`src/rtl/star_pkg.sv`:
```
// Shared types and helpers for the star power-up controller and sibling object modules.
package star_pkg;

  typedef enum logic [1:0] {
    StIdle,
    StPower,
    StWarn
  } star_state_e;

  // Default timing shared with the enemy and level-timer blocks
  localparam int unsigned DefTickDiv    = 250000;
  localparam int unsigned DefPowerTicks = 800;
  localparam int unsigned DefWarnTicks  = 200;
  localparam int unsigned DefBlinkTicks = 8;

  localparam int unsigned MaxStars = 32;

  function automatic logic [5:0] popcount(input logic [MaxStars-1:0] v);
    logic [5:0] c;
    c = '0;
    for (int i = 0; i < MaxStars; i++) begin
      c = c + 6'(v[i]);
    end
    return c;
  endfunction

endpackage

```
`src/rtl/star_power_ctrl_if.sv`:
```
// Star touch inputs, hit input and power-up status outputs; combo only with STAR_COMBO_EN.
interface star_power_ctrl_if #(
  parameter int unsigned NUM_STARS = 4,
  parameter int unsigned CNT_W     = 8
);

  logic [NUM_STARS-1:0] touch_star;
  logic                 char_hit;
  logic [CNT_W-1:0]     star_count;
  logic                 collect_pulse;
  logic                 power_active;
  logic                 blink;
  logic                 hit_absorbed;
  logic                 char_dmg;
`ifdef STAR_COMBO_EN
  logic [2:0]           combo;

  modport master (
    output touch_star, char_hit,
    input  star_count, collect_pulse, power_active, blink, hit_absorbed, char_dmg, combo
  );
  modport slave (
    input  touch_star, char_hit,
    output star_count, collect_pulse, power_active, blink, hit_absorbed, char_dmg, combo
  );
`else
  modport master (
    output touch_star, char_hit,
    input  star_count, collect_pulse, power_active, blink, hit_absorbed, char_dmg
  );
  modport slave (
    input  touch_star, char_hit,
    output star_count, collect_pulse, power_active, blink, hit_absorbed, char_dmg
  );
`endif

endinterface

```
`src/rtl/star_power_ctrl_tick_prescaler.sv`:
```
// Free-running divider producing a one-cycle tick every TICK_DIV sys_clk cycles.
module tick_prescaler
  import star_pkg::*;
#(
  parameter int unsigned TICK_DIV = DefTickDiv
) (
  input  logic sys_clk,
  input  logic RST,
  output logic tick
);

  localparam int unsigned CntW = (TICK_DIV > 1) ? $clog2(TICK_DIV) : 1;

  logic [CntW-1:0] cnt_q, cnt_d;

  assign tick  = (cnt_q == CntW'(TICK_DIV - 1));
  assign cnt_d = tick ? '0 : cnt_q + CntW'(1);

  always_ff @(posedge sys_clk) begin
    if (RST) begin
      cnt_q <= '0;
    end else begin
      cnt_q <= cnt_d;
    end
  end

endmodule

```
`src/rtl/star_power_ctrl.sv`:
```
// Star collection counter and invincibility timer with hit classification and warn blink.
// Define STAR_COMBO_EN for the combo counter and doubled score while powered.
module star_power_ctrl
  import star_pkg::*;
#(
  parameter int unsigned NUM_STARS   = 4,
  parameter int unsigned TICK_DIV    = DefTickDiv,
  parameter int unsigned POWER_TICKS = DefPowerTicks,
  parameter int unsigned WARN_TICKS  = DefWarnTicks,
  parameter int unsigned BLINK_TICKS = DefBlinkTicks,
  parameter int unsigned CNT_W       = 8
) (
  input logic               sys_clk,
  input logic               RST,
  star_power_ctrl_if.slave  bus
);

  localparam int unsigned TimerW = $clog2(POWER_TICKS + 1);
  localparam int unsigned BlinkW = (BLINK_TICKS > 1) ? $clog2(BLINK_TICKS) : 1;

  logic                 tick;
  logic [NUM_STARS-1:0] prev_q, new_stars;
  logic [5:0]           n_new;
  logic [6:0]           inc;
  logic [CNT_W+2:0]     sum;
  logic                 powered, collect;

  star_state_e          state_q, state_d;
  logic [TimerW-1:0]    timer_q, timer_d;
  logic [BlinkW-1:0]    blink_cnt_q, blink_cnt_d;
  logic                 phase_q, phase_d;
  logic [CNT_W-1:0]     count_q, count_d;
  logic                 collect_q, absorbed_q, dmg_q;

  tick_prescaler #(
    .TICK_DIV(TICK_DIV)
  ) u_prescaler (
    .sys_clk(sys_clk),
    .RST    (RST),
    .tick   (tick)
  );

  assign new_stars = bus.touch_star & ~prev_q;
  assign n_new     = popcount(MaxStars'(new_stars));
  assign collect   = |new_stars;
  assign powered   = (state_q != StIdle);

`ifdef STAR_COMBO_EN
  assign inc = powered ? {n_new, 1'b0} : {1'b0, n_new};
`else
  assign inc = {1'b0, n_new};
`endif

  // Wide sum so any overflow is visible in the top bits and clamps instead of wrapping
  assign sum     = {3'b000, count_q} + (CNT_W + 3)'(inc);
  assign count_d = (sum[CNT_W+2:CNT_W] != '0) ? '1 : sum[CNT_W-1:0];

  always_comb begin
    state_d     = state_q;
    timer_d     = timer_q;
    blink_cnt_d = blink_cnt_q;
    phase_d     = phase_q;
    unique case (state_q)
      StIdle: begin
        if (collect) begin
          state_d = StPower;
          timer_d = TimerW'(POWER_TICKS);
        end
      end
      StPower: begin
        if (collect) begin
          timer_d = TimerW'(POWER_TICKS);
        end else if (tick) begin
          timer_d = timer_q - TimerW'(1);
          if (timer_d == TimerW'(WARN_TICKS)) begin
            state_d     = StWarn;
            phase_d     = 1'b0;
            blink_cnt_d = '0;
          end
        end
      end
      StWarn: begin
        if (collect) begin
          state_d = StPower;
          timer_d = TimerW'(POWER_TICKS);
        end else if (tick) begin
          timer_d = timer_q - TimerW'(1);
          if (timer_d == '0) begin
            state_d = StIdle;
          end else if (blink_cnt_q == BlinkW'(BLINK_TICKS - 1)) begin
            blink_cnt_d = '0;
            phase_d     = ~phase_q;
          end else begin
            blink_cnt_d = blink_cnt_q + BlinkW'(1);
          end
        end
      end
      default: state_d = StIdle;
    endcase
  end

  always_ff @(posedge sys_clk) begin
    if (RST) begin
      prev_q      <= '1;
      state_q     <= StIdle;
      timer_q     <= '0;
      blink_cnt_q <= '0;
      phase_q     <= 1'b0;
      count_q     <= '0;
      collect_q   <= 1'b0;
      absorbed_q  <= 1'b0;
      dmg_q       <= 1'b0;
    end else begin
      prev_q      <= bus.touch_star;
      state_q     <= state_d;
      timer_q     <= timer_d;
      blink_cnt_q <= blink_cnt_d;
      phase_q     <= phase_d;
      count_q     <= count_d;
      collect_q   <= collect;
      absorbed_q  <= bus.char_hit & powered;
      dmg_q       <= bus.char_hit & ~powered;
    end
  end

`ifdef STAR_COMBO_EN
  logic [2:0] combo_q, combo_d;
  logic [6:0] combo_sum;

  assign combo_sum = 7'(combo_q) + 7'(n_new);

  always_comb begin
    combo_d = combo_q;
    if (state_d == StIdle) begin
      combo_d = '0;
    end else if (powered && collect) begin
      combo_d = (combo_sum > 7'd7) ? 3'd7 : combo_sum[2:0];
    end
  end

  always_ff @(posedge sys_clk) begin
    if (RST) begin
      combo_q <= '0;
    end else begin
      combo_q <= combo_d;
    end
  end

  assign bus.combo = combo_q;
`endif

  assign bus.star_count    = count_q;
  assign bus.collect_pulse = collect_q;
  assign bus.power_active  = powered;
  assign bus.blink         = (state_q == StPower) | ((state_q == StWarn) & phase_q);
  assign bus.hit_absorbed  = absorbed_q;
  assign bus.char_dmg      = dmg_q;

endmodule
```
`src/flat_wrapper.sv`:
```
// flat-port wrapper written by rule: the top's interface ports become plain ports
module star_power_ctrl_flat import star_pkg::*;
#(
  parameter int unsigned NUM_STARS   = 4,
  parameter int unsigned TICK_DIV    = DefTickDiv,
  parameter int unsigned POWER_TICKS = DefPowerTicks,
  parameter int unsigned WARN_TICKS  = DefWarnTicks,
  parameter int unsigned BLINK_TICKS = DefBlinkTicks,
  parameter int unsigned CNT_W       = 8
)
  (sys_clk, RST, bus_touch_star, bus_char_hit, bus_star_count, bus_collect_pulse, bus_power_active, bus_blink, bus_hit_absorbed, bus_char_dmg);
  star_power_ctrl_if #(.NUM_STARS(NUM_STARS), .CNT_W(CNT_W)) bus_i ();
  input logic sys_clk;
  input logic RST;
  input wire logic [$bits(bus_i.touch_star)-1:0] bus_touch_star;
  input wire logic [$bits(bus_i.char_hit)-1:0] bus_char_hit;
  output wire logic [$bits(bus_i.star_count)-1:0] bus_star_count;
  output wire logic [$bits(bus_i.collect_pulse)-1:0] bus_collect_pulse;
  output wire logic [$bits(bus_i.power_active)-1:0] bus_power_active;
  output wire logic [$bits(bus_i.blink)-1:0] bus_blink;
  output wire logic [$bits(bus_i.hit_absorbed)-1:0] bus_hit_absorbed;
  output wire logic [$bits(bus_i.char_dmg)-1:0] bus_char_dmg;
  assign bus_i.touch_star = bus_touch_star;
  assign bus_i.char_hit = bus_char_hit;
  assign bus_star_count = bus_i.star_count;
  assign bus_collect_pulse = bus_i.collect_pulse;
  assign bus_power_active = bus_i.power_active;
  assign bus_blink = bus_i.blink;
  assign bus_hit_absorbed = bus_i.hit_absorbed;
  assign bus_char_dmg = bus_i.char_dmg;
  star_power_ctrl #(.NUM_STARS(NUM_STARS), .TICK_DIV(TICK_DIV), .POWER_TICKS(POWER_TICKS), .WARN_TICKS(WARN_TICKS), .BLINK_TICKS(BLINK_TICKS), .CNT_W(CNT_W)) u_core (.sys_clk(sys_clk), .RST(RST), .bus(bus_i));
endmodule
```
`config.mk`:
```
export PLATFORM = sky130hd
export DESIGN_NAME = star_power_ctrl_flat
export DESIGN_NICKNAME = d
export VERILOG_FILES = /design/src/rtl/star_pkg.sv /design/src/rtl/star_power_ctrl_if.sv /design/src/rtl/star_power_ctrl_tick_prescaler.sv /design/src/rtl/star_power_ctrl.sv /design/src/flat_wrapper.sv
export SDC_FILE = /design/constraint.sdc
export NUM_CORES = 1
export LEC_CHECK = 0
export BUFFER_PORTS_ARGS = -buffer_cell sky130_fd_sc_hd__buf_2
export CORE_ASPECT_RATIO = 1.25
export CORE_MARGIN = 8
export CORE_UTILIZATION = 28
export CTS_CLUSTER_DIAMETER = 100
export CTS_CLUSTER_SIZE = 12
export DETAILED_ROUTE_END_ITERATION = 8
export PLACE_DENSITY = 0.52
export SLEW_MARGIN = 10
export SYNTH_ARGS = -nofsm -noshare
export SYNTH_HDL_FRONTEND = slang
export SYNTH_HIERARCHICAL = 1
export SYNTH_SLANG_ARGS = --single-unit
```
`constraint.sdc`:
```
create_clock -name sys_clk -period 7.2 [get_ports sys_clk]
set_clock_uncertainty 0.05 [all_clocks]
set_input_delay 0.36 -clock sys_clk [delete_from_list [all_inputs] [get_ports sys_clk]]
set_output_delay 0.36 -clock sys_clk [all_outputs]
set_load 0.03 [all_outputs]
```
-- After elaboration in Yosys (flattened, before gate mapping)
Index checks and enable logic that the tools add are counted.
Widths: inputs -> output; s select.
- register bits after elaboration: 49
- latch bits: 0
- bits in writable memories: 0
- bits in read-only memories: 0
- input port bits: 7
- output and inout bits: 13
- word-level logic and storage cells: 83
- memories: 0
- add/sub/neg operators: 7
- multipliers: 0
- divide/modulo/power cells: 0
- $lt $le $gt $ge: 0
- eq/ne operators: 16
- shift operators: 0
- mux-type cells: 29
- bitwise operators: 8
- reduce and logical (&&, ||, !) cells: 13
- operator list (cell ; count):
    $mux 10 ; 3
    $mux 3 ; 7
    $pmux 10 s2 ; 1
    $add 18x1->18 const B ; 1
    $eq 18x18->1 const B ; 1
    $mux 2 ; 7
    $add 6x1->6 ; 2
    $eq 10x8->1 const B ; 1
    $logic_not 10->1 ; 1
    $ne 2x2->1 const B ; 5
    $sub 10x1->10 const B ; 1
    $add 8x6->9 ; 1
    $mux 8 ; 1
    $reduce_and 8->1 ; 1
    $mux 1 ; 7
    $reduce_and 7->1 ; 1
    $ne 2x1->1 const B ; 3
    $ne 3x1->1 const B ; 2
    $pmux 2 s3 ; 1
    $pmux 3 s2 ; 1
    $reduce_and 6->1 ; 1
    $reduce_bool 2->1 ; 3
    $and 4x4->4 ; 1
    $not 4->4 ; 1
    other kinds (15) ; 19

-- Logic depth before layout (Yosys ltp)
- depth in word-level cells: 8
- gate-level depth with buffers: 10
- depth with buffers taken out: 10

-- By module
Netlist, hierarchy kept.
- modules (own cells, without submodules) (module ; instances ; cells each ; area an instance (um^2) ; sequential area each (um^2)):
    star_power_ctrl ; 1 ; 200 ; 1828.0 ; 620.6
    tick_prescaler ; 1 ; 93 ; 824.5 ; 360.3

-- Worst setup path after synthesis
No wires, ideal clock.
- path kind: reg-to-reg
- start point: register u_core.u_prescaler.cnt_q[11]
- end point: register u_core.timer_q[8]
- library setup time: 0.128 ns
- arrival time: 2.612 ns
- required time: 7.022 ns
- path slack: 4.411 ns
- stages on the path, launching flop included: 10
- path buffers: 1
- clock period less this slack: 2.789 ns
- path through: dfxtp_1 or4b_1 or4_4 nor2_1 nand2_1 nor4b_2 clkbuf_1 nand3_1 a21oi_1 nor2_1
- cells in the longest elaborated chain, start to end: 3
- RTL lines (element ; line ; source):
    start, declared ; star_power_ctrl_tick_prescaler.sv:14 ; logic [CntW-1:0] cnt_q, cnt_d;
    start signal, assigned ; star_power_ctrl_tick_prescaler.sv:23 ; cnt_q <= cnt_d;
    $eq 18x18->1 ; star_power_ctrl_tick_prescaler.sv:16 ; assign tick = (cnt_q == CntW'(TICK_DIV - 1));
    net u_core.tick ; star_power_ctrl.sv:21 ; logic tick;
    $ne 3x1->1 (no source line) ; - ;
    $reduce_and 3->1 (no source line) ; - ;
    end signal, assigned ; star_power_ctrl.sv:116 ; timer_q <= timer_d;
    end, declared ; star_power_ctrl.sv:29 ; logic [TimerW-1:0] timer_q, timer_d;
The timed path passes the listed nets, and every way through them passes these cells.
A chain may end at the register's enable or synchronous reset.

-- Worst setup path after layout
- start point: register u_core.u_prescaler.cnt_q[11]
- end point: register u_core.blink_cnt_q[0]
- cells in the longest elaborated chain, start to end: 3
- elaborated cells on any way between the ends: 4
- those cells by class: 3 x eq/ne; 1 x reduce/logical
- RTL lines (element ; line ; source):
    $eq 18x18->1 (*) ; star_power_ctrl_tick_prescaler.sv:16 ;
    net u_core.tick ; star_power_ctrl.sv:21 ;
    $ne 2x2->1 (no source line) ; - ;
    $reduce_and 7->1 (no source line) (*) ; - ;
    end signal, assigned ; star_power_ctrl.sv:117 ; blink_cnt_q <= blink_cnt_d;
    end, declared ; star_power_ctrl.sv:30 ; logic [BlinkW-1:0] blink_cnt_q, blink_cnt_d;
Mark *: on every way through the listed nets, which the timed path passes. The rest lies on a longest branch.

==> impl_metrics.env <==
export IMPL_intPower_uw=477
export IMPL_critPathLaunchType="flip-flop"
export IMPL_setup_viol=0
export IMPL_syn_num_nets=313
export IMPL_dr_first_iter_drc_count=56
export IMPL_fp_dieH_um=125
export IMPL_holdWs_ps=225
export IMPL_multi_input_area_mm2=0.00156
export IMPL_post_synth_num_cell_types=58
export IMPL_portBuffers=19
export IMPL_worstReg2RegEnd="u_core/blink_cnt_q[0]"
export IMPL_ctsHoldBuffers=0
export IMPL_clock_tree_from_tritoncts="done"
export IMPL_syn_cell_area_mm2=0.00265
export IMPL_hold_path_class="input pin to flip-flop"
export IMPL_synthDominantCellAreaShare_pct=37.0
export IMPL_cts_resized=0
export IMPL_power_clock_fraction_pct=33.5
export IMPL_synth_enable_flop_cells=0
export IMPL_cell_accounting_for_the_most_synthesized_area="sky130_fd_sc_hd__dfxtp_1"
export IMPL_clock_sinks=49
export IMPL_grt_antenna_before_repair=0
export IMPL_synthTopCellsByArea="sky130_fd_sc_hd__dfxtp_1, sky130_fd_sc_hd__xnor2_1, sky130_fd_sc_hd__nor2_1"
export IMPL_highest_clock_rate_mhz=343
export IMPL_fillCellCount=1003
export IMPL_postLayoutSetupSlackWorst_ps=4280
export IMPL_worstRegToRegCells=8
export IMPL_clk_latency_ps=280
export IMPL_whs_endpoint="u_core/prev_q[2]"
export IMPL_cts_root_buf="sky130_fd_sc_hd__clkbuf_16"
export IMPL_drt_wirelength_per_cell_um=12.5
export IMPL_result_of_the_run="finished clean"
export IMPL_synth_warnings=6
export IMPL_dpl_instance_area_mm2=0.00286
export IMPL_worstPathMaxFanout=5
export IMPL_grt_overflow_total=0
export IMPL_final_layout_size_suffix_gt1_share_pct=15.7
export IMPL_min_period_over_period_pct=40.5
export IMPL_yosys_register_bits=49
export IMPL_post_cts_setup_buffer_count=0
export IMPL_grt_max_degree=39
export IMPL_cellLeakagePower_uw=0.00109
export IMPL_cp_data_arrival_time_ps=3080
export IMPL_post_place_ws_ps=4290
export IMPL_synth_area_per_inst_um2=9.05
export IMPL_crit_required_ps=7360
export IMPL_area_overhead_of_the_layout_relative_to_synthesis_pct=13.3
export IMPL_drt_drc_violations_left=0
export IMPL_maximum_vdd_drop_mv=0.106
export IMPL_worstSetupEndpointType="flip-flop"
export IMPL_number_of_global_route_vias_before_repair=1992
export IMPL_place_hpwl_um=3940
export IMPL_layout_min_cycle_time_ps=2920
export IMPL_power_net_switching_uw=212
export IMPL_vias_per_cell=4.71
export IMPL_count_of_inserted_antenna_diode_cells=0
export IMPL_power_uw=689
export IMPL_wirelength_um=5450
export IMPL_synth_async_sr_flop_share_pct=0
export IMPL_worstMarginPinSlew_ps=797
export IMPL_layout_common_cells="sky130_fd_sc_hd__dfxtp_1, sky130_fd_sc_hd__nor2_1, sky130_fd_sc_hd__buf_2, sky130_fd_sc_hd__inv_1, sky130_fd_sc_hd__xnor2_1"
export IMPL_die_w_um=103
export IMPL_fin_nets=332
export IMPL_grt_util_all_layers_pct=8.93
export IMPL_h_tree_depth=2
export IMPL_tritoncts_num_buffers=5
export IMPL_top_level_i_o_count=20
export IMPL_synth_yosys_seq_area_share_pct=37.0
export IMPL_worst_hold_path_num_cells=2
export IMPL_setup_repair_after_global_routing_missed_its_margin="false"
export IMPL_seq_power_share_pct=43.6
export IMPL_hold_viol_final=0
export IMPL_grt_first_pass_wirelength_um=9470
export IMPL_placement_rows=39
export IMPL_initial_core_utilization_pct=28.9
export IMPL_synthesized_netlist_cell_count=293
export IMPL_max_cap_viol_count=0
export IMPL_source_of_the_worst_register_to_register_timing_path="u_core/u_prescaler/cnt_q[11]"
export IMPL_gp_routability_congestion=0.767
export IMPL_fin_setup_tns_ps=0
export IMPL_clk_path_buf_depth=2
export IMPL_dieArea_mm2=0.0129
export IMPL_criticalPathCategory="flip-flop to flip-flop"
export IMPL_detailroute_via_count=2052
export IMPL_min_from="bus_touch_star[2]"
export IMPL_final_slew_viol_count=0
export IMPL_most_common_library_cell_in_the_layout_ignoring_fill_and_taps="sky130_fd_sc_hd__dfxtp_1"
export IMPL_ant_nets=0
export IMPL_combinationalPowerShare_pct=22.8
export IMPL_ys_flop_type="sky130_fd_sc_hd__dfxtp_1"
export IMPL_clk_pin_slew_worst_paths_ps=70
export IMPL_finalInstanceArea_mm2=0.00301
export IMPL_rrSetupSlack_ps=4280
export IMPL_power_switching_fraction_pct=30.7
export IMPL_final_seq_area_um2=981
export IMPL_detail_route_first_pass_iterations=4
export IMPL_power_per_cell_area_mw_per_mm2=229
export IMPL_core_mm2=0.00917
export IMPL_relative_slew_margins_pct=46.8
stage by stage:
step | instances | util [%]
6_report | 436 | 32.8
5_1_grt | 436 | 32.8
4_1_cts | 436 | 32.8
3_5_place_dp | 428 | 31.2
3_3_place_gp | 428 | 31.2
2_1_floorplan | 293 | -
Yosys cell counts, types with 3 or more instances:
master,instances
sky130_fd_sc_hd__a211oi_1,4
sky130_fd_sc_hd__a21oi_1,17
sky130_fd_sc_hd__a22oi_1,3
sky130_fd_sc_hd__and3_1,3
sky130_fd_sc_hd__clkbuf_1,6
sky130_fd_sc_hd__dfxtp_1,49
sky130_fd_sc_hd__fa_1,3
sky130_fd_sc_hd__ha_1,10
sky130_fd_sc_hd__inv_1,19
sky130_fd_sc_hd__mux2i_1,6
sky130_fd_sc_hd__nand2_1,12
sky130_fd_sc_hd__nand2b_1,9
sky130_fd_sc_hd__nand3_1,12
sky130_fd_sc_hd__nand3b_1,3
sky130_fd_sc_hd__nand4_1,6
sky130_fd_sc_hd__nor2_1,39
sky130_fd_sc_hd__nor2b_1,4
sky130_fd_sc_hd__nor3_1,7
sky130_fd_sc_hd__nor3b_1,3
sky130_fd_sc_hd__nor4_1,4
sky130_fd_sc_hd__o21ai_1,4
sky130_fd_sc_hd__o31ai_1,4
sky130_fd_sc_hd__or2_2,4
sky130_fd_sc_hd__or3_1,4
sky130_fd_sc_hd__or4_1,3
sky130_fd_sc_hd__xnor2_1,18
sky130_fd_sc_hd__xor2_1,3
worst max-delay path by stage:
stage                                       end                          from  depth (start not counted)
after global placement    u_core/blink_cnt_q[1]  u_core/u_prescaler/cnt_q[11]                          8
after global routing      u_core/blink_cnt_q[0]   u_core/u_prescaler/cnt_q[4]                          8
after floorplan               u_core/timer_q[8]  u_core/u_prescaler/cnt_q[11]                          9
after CTS                 u_core/blink_cnt_q[0]  u_core/u_prescaler/cnt_q[11]                          8
after detailed placement  u_core/blink_cnt_q[0]  u_core/u_prescaler/cnt_q[11]                          8
final                     u_core/blink_cnt_q[0]  u_core/u_prescaler/cnt_q[11]                          8
power groups by stage:
stage	logic (µW)	registers, µW	clock network [µW]
after global routing	175	303	253
after detailed placement	161	307	0
final	157	300	231
after floorplan	118	311	0
after global placement	160	306	0
after CTS	161	301	240
registers in the layout, summed over array words and instances, names as in the netlist:
register,cells
u_core/blink_cnt_q,3
u_core/bus.char_dmg,1
u_core/bus.collect_pulse,1
u_core/bus.hit_absorbed,1
u_core/bus.star_count,8
u_core/phase_q,1
u_core/prev_q,4
u_core/state_q,2
u_core/timer_q,10
u_core/u_prescaler/cnt_q,18
metal layers:
metal	vias to the layer above	part of all wire (%)	GRT usage, %
met4	0	1.8	3.42
met3	9	3.6	2.18
li1	1067	-	-
met2	25	47	14.7
met5	-	0	0
met1	951	47	10.7
layout make-up:
class	instances	share of cell area, %
clock buffer	6	4.29
tap	123	5.12
multi-input combinational	217	51.7
inverter	19	2.37
clock inverter	2	0.458
sequential	49	32.6
timing repair buffer	20	3.41
logic make-up after synthesis:
kind of cell	after synthesis	synth area share, %
simple gates	130	28.7
buf+inv	27	4.39
xor+xnor	21	6.93
mux	6	2.26
compound gates	47	13.7
flops	49	37.0
fa+ha+maj	13	6.98
worst max-delay path, cell delays in order (launching register included):
cell and delay, ps:
sky130_fd_sc_hd__dfxtp_1 340, sky130_fd_sc_hd__or4b_1 530, sky130_fd_sc_hd__or4_4 540, sky130_fd_sc_hd__nor2_1 170
sky130_fd_sc_hd__inv_1 90, sky130_fd_sc_hd__a2111oi_0 350, sky130_fd_sc_hd__and4bb_4 340, sky130_fd_sc_hd__a2bb2oi_4 220
sky130_fd_sc_hd__mux2i_1 220
No activity file was read; power rests on OpenSTA's default activity.
